**src/rtl/ysyx_25030081_ifu.sv**
```systemverilog
// Multi-cycle instruction fetch unit: owns the fetch PC, issues one read per
// instruction on an AR/R bus and hands the word to the core via valid/ready.
module ysyx_25030081_ifu #(
    parameter int                    ADDR_WIDTH = 32,
    parameter int                    DATA_WIDTH = 32,
    parameter logic [ADDR_WIDTH-1:0] RESET_PC   = ADDR_WIDTH'(32'h8000_0000)
) (
    input  logic                  clk,
    input  logic                  rst,
    input  logic [ADDR_WIDTH-1:0] pc_in,
    input  logic                  pc_wen,
    output logic [ADDR_WIDTH-1:0] araddr,
    output logic                  arvalid,
    input  logic                  arready,
    input  logic [DATA_WIDTH-1:0] rdata,
    input  logic [1:0]            rresp,
    input  logic                  rvalid,
    output logic                  rready,
    output logic [DATA_WIDTH-1:0] inst,
    output logic [ADDR_WIDTH-1:0] inst_pc,
    output logic                  inst_valid,
    input  logic                  inst_ready,
    output logic                  fetch_err
);

    localparam logic [2:0] S_REQ    = 3'd0;
    localparam logic [2:0] S_WAIT_R = 3'd1;
    localparam logic [2:0] S_HOLD   = 3'd2;
    localparam logic [2:0] S_IDLE   = 3'd3;
    localparam logic [2:0] S_ERR    = 3'd4;

    logic [2:0]            r_state;
    logic [ADDR_WIDTH-1:0] r_pc;
    logic [DATA_WIDTH-1:0] r_inst;
    logic [ADDR_WIDTH-1:0] r_inst_pc;
    logic                  r_inst_valid;
    logic                  r_arvalid;
    logic                  r_fetch_err;

    logic w_pc_aligned;
    logic w_pc_accept;

    assign w_pc_aligned = (pc_in[1:0] == 2'b00);
    // A new PC is only taken once the current instruction has been consumed
    assign w_pc_accept  = pc_wen &&
                          (((r_state == S_HOLD) && inst_ready) || (r_state == S_IDLE));

    always_ff @(posedge clk or negedge rst) begin
        if (!rst) begin
            r_state      <= S_REQ;
            r_pc         <= RESET_PC;
            r_inst       <= '0;
            r_inst_pc    <= '0;
            r_inst_valid <= 1'b0;
            r_arvalid    <= 1'b0;
            r_fetch_err  <= 1'b0;
        end else if (w_pc_accept) begin
            r_inst_valid <= 1'b0;
            if (w_pc_aligned) begin
                r_pc      <= pc_in;
                r_arvalid <= 1'b1;
                r_state   <= S_REQ;
            end else begin
                r_fetch_err <= 1'b1;
                r_state     <= S_ERR;
            end
        end else begin
            case (r_state)
                S_REQ: begin
                    // Out of reset arvalid is low; raise it on the first edge
                    if (r_arvalid && arready) begin
                        r_arvalid <= 1'b0;
                        r_state   <= S_WAIT_R;
                    end else begin
                        r_arvalid <= 1'b1;
                    end
                end
                S_WAIT_R: begin
                    if (rvalid) begin
                        if (rresp == 2'b00) begin
                            r_inst       <= rdata;
                            r_inst_pc    <= r_pc;
                            r_inst_valid <= 1'b1;
                            r_state      <= S_HOLD;
                        end else begin
                            r_fetch_err <= 1'b1;
                            r_state     <= S_ERR;
                        end
                    end
                end
                S_HOLD: begin
                    if (inst_ready) begin
                        r_inst_valid <= 1'b0;
                        r_state      <= S_IDLE;
                    end
                end
                S_IDLE: begin
                    r_state <= S_IDLE;
                end
                S_ERR: begin
                    r_state <= S_ERR;
                end
                default: begin
                    r_arvalid    <= 1'b0;
                    r_inst_valid <= 1'b0;
                    r_state      <= S_REQ;
                end
            endcase
        end
    end

    assign araddr     = r_pc;
    assign arvalid    = r_arvalid;
    assign rready     = (r_state == S_WAIT_R);
    assign inst       = r_inst;
    assign inst_pc    = r_inst_pc;
    assign inst_valid = r_inst_valid;
    assign fetch_err  = r_fetch_err;

endmodule

```
**config.mk**
```make
export PLATFORM = sky130hd
export DESIGN_NAME = ysyx_25030081_ifu
export DESIGN_NICKNAME = d
export VERILOG_FILES = /design/src/rtl/ysyx_25030081_ifu.sv
export SDC_FILE = /design/constraint.sdc
export NUM_CORES = 1
export LEC_CHECK = 0
export CORE_MARGIN = 8
export CORE_UTILIZATION = 45
export CTS_CLUSTER_DIAMETER = 60
export CTS_CLUSTER_SIZE = 16
export DETAILED_ROUTE_END_ITERATION = 12
export PLACE_DENSITY = 0.92
export SLEW_MARGIN = 20
export SYNTH_ARGS = -nofsm -noshare
export SYNTH_HDL_FRONTEND = slang
export SYNTH_SLANG_ARGS = --single-unit
```
**constraint.sdc**
```tcl
create_clock -name clk -period 2.6 [get_ports clk]
set_clock_uncertainty 0.15 [all_clocks]
set_input_delay 0.65 -clock clk [delete_from_list [all_inputs] [get_ports clk]]
set_output_delay 0.65 -clock clk [all_outputs]
set_load 0.01 [all_outputs]
```
==> impl_metrics.csv <==
group,metric,value,unit
routing,num_vias,2709,
min_path,hold_class,"input pin to asynchronous set/reset pin",
pwr,p_switching,1.954,mW
critical_path,crit_slowest_cell,"clkdlybuf4s50_1",
placement,place_congestion,0.8070,
placement,port_buffers,171,
synth,synth-seq-cells,102,
sta,finalSetupViolCount,0,
synth,synthFlopType,"dfrtp_1",
floorplan,rows,34,
routing,firstDrtPassIters,4,
routing,drc,0,
clocking,numCtsBuffers,9,
clocking,clk_pin_slew,0.09,ns
critical_path,cp-end-kind,"output pin",
sta,min_period,2.512,ns
pwr,p_comb_frac,0.436,
synth,netlist_instances,249,
sta,slew_viol_final,0,
layout,layout_common_cells,"clkdlybuf4s50_1 (170), dfrtp_1 (100), mux2_2 (94), clkbuf_8 (9)",
floorplan,coreArea,8636,sq um
layout,syn2layout_area_growth,53.00,%
synth,async_flop_share,1.000,
clocking,postCtsHoldBufs,0,
grt,grt_pass1_vias,2973,
synth,synth_warnings,0,
pwr,p_clk_frac,0.157,
critical_path,path_delay_family,"buffers and inverters",
layout,final_cell_area,6040,sq um
layout,final_common_cell,"clkdlybuf4s50_1",
synth,syn_nets,321,
grt,grt_pass1_wl,15.48,mm
pwr,p_leak,2.678,nW
critical_path,critPathLaunchType,"register",
clocking,insertion_delay,0.34,ns
clocking,clockBufferDepth,2,
sta,fin_crit_sh,0.9663,
pwr,max-vdd-ir-drop,0.5501,mV
sta,max_freq,398.0,MHz
critical_path,path_class,"register to output pin",
floorplan,die_w,109.7,microns
floorplan,boundaryPins,172,
synth,avgSynthCellArea,15.85,sq um
job,drv_cap,0,
sta,tightestPinTransition,0.4446,ns
layout,drive_above_1_share,0.2894,
grt,antenna_found_initial,0,
critical_path,cp_cell_sequence,"nor2b_2 -> and2b_2 -> clkdlybuf4s50_1",
routing,ant_nets,0,
clocking,htreeDepth,3,
grt,grt_max_degree,45,
routing,wirelength,10.00,mm
critical_path,critPathMaxStageDelay,0.53,ns
layout,nNetsFinal,499,
critical_path,cp.required,1.80,ns
critical_path,critical_path.max_fanout,12,
sta,maxSlewHeadroom,0.6959,
placement,post-dp-hpwl,7.943,mm
pwr,netSwitchingFraction,0.2964,
synth,yosys.cell_types.count,28,
grt,grt.overflow.total,0,
pwr,p_seq_frac,0.406,
synth,synth.cell_area,3948,sq um
clocking,numClockSinks,102,
floorplan,die_height,109.7,microns
floorplan,start_util,0.4571,
clocking,cts_tree,"done",
routing,wl_per_cell,18.52,microns
synth,synth-edff-count,0,
critical_path,worstPathArrival,1.71,ns
sta,rsz0062_at_grt,"no",
sta,finalSetupTns,0,ns
status,status,"finished, final reports clean",
critical_path,crit_buf_inv,1,
pwr,power.density,1092,nW/um^2
placement,place_area,5826,sq um
synth,ys_seq_area_frac,0.6469,
routing,drt-initial-drc-count,76,
pwr,p_int,4.640,mW
clocking,root_buffer,"clkbuf_8",
layout,insertedDiodeCount,0,
grt,grt_usage,0.1640,
routing,detail_route.vias_per_cell,5.017,
floorplan,die-area,12030,sq um
sta,finalHoldViolCount,0,
[registers in the layout (all words and copies together), names as in the netlist]
| name | flops |
|---|---|
| r_state | 3 |
| inst_pc | 32 |
| inst | 32 |
| inst_valid | 1 |
| araddr | 32 |
| arvalid | 1 |
| fetch_err | 1 |
[per-stage QoR]
step                      utilization  hold slack [ns]  setup WS (ns)  instances  power, mW
after global placement         0.6746           0.3256         0.2179        524      5.496
after floorplan                     -           0.2044         0.6801        249      3.823
after CTS                      0.6992          0.09093        0.04668        540      6.701
after detailed placement       0.6746           0.3306         0.1602        524      5.645
final                          0.6994          0.08742        0.08760        540      6.595
after global routing           0.6994          0.09848        0.02215        540      6.980
[final cells by class]
type,count,area (sq um)
clock buffer,12,135.1
clock inverter,4,75.07
fill,618,2596
multi-input combinational,134,1325
sequential,102,2555
tap,108,135.1
timing repair buffer,180,1814
[what timing repair did]
action                                  4_1_cts  5_1_grt
buffers inserted                              0        0
endpoints found under the setup margin        1        1
gates cloned                                  0        0
gates resized for setup                       1        1
[power by group through the flow]
| stage | Clock, mW | Sequential, mW | Combinational, mW |
|---|---|---|---|
| 6_report | 1.04 | 2.68 | 2.88 |
| 3_3_place_gp | 0 | 2.66 | 2.84 |
| 4_1_cts | 1.08 | 2.69 | 2.93 |
| 5_1_grt | 1.14 | 2.78 | 3.06 |
| 3_5_place_dp | 0 | 2.72 | 2.92 |
| 2_1_floorplan | 0 | 2.97 | 0.851 |
[per-layer routing]
| layer | GRT usage | wire, microns | up-vias |
|---|---|---|---|
| li1 | - | - | 1244 |
| met3 | 0.05979 | 1012 | 8 |
| met5 | 0 | 0 | - |
| met1 | 0.1918 | 3855 | 1343 |
| met2 | 0.2769 | 5049 | 114 |
| met4 | 0.04822 | 84 | 0 |
[cells in the mapped netlist, drive strengths merged, types with 2 or more instances]
master / n / area [sq um]
nand2: 3 / 11.26
or3b: 2 / 17.52
o21ai: 2 / 10.01
nor2b: 3 / 18.77
dfrtp: 101 / 2527
mux2: 94 / 1059
buf: 13 / 71.32
nand3b: 2 / 15.01
a21oi: 5 / 25.02
nor2: 7 / 26.28
[cell families after synthesis]
logic type,after synthesis,share of synthesized area
flops,102,0.6469
mux,95,0.2707
simple gates,25,0.04057
compound gates,14,0.02377
buf+inv,13,0.01807
[final timing paths]
check | to | cells past startpoint | slack, ns | start
max | rready | 3 | 0.09 | r_state[1]
min | inst_pc[26] | 1 | 0.09 | rst
max reg2reg | araddr[17] | 5 | 0.79 | r_state[0]
min reg2reg | fetch_err | 1 | 0.34 | fetch_err
max in group asynchronous | araddr[31] | 2 | 1.61 | rst
min in group clk | fetch_err | 1 | 0.34 | fetch_err
(Power assumes the default switching activity.)
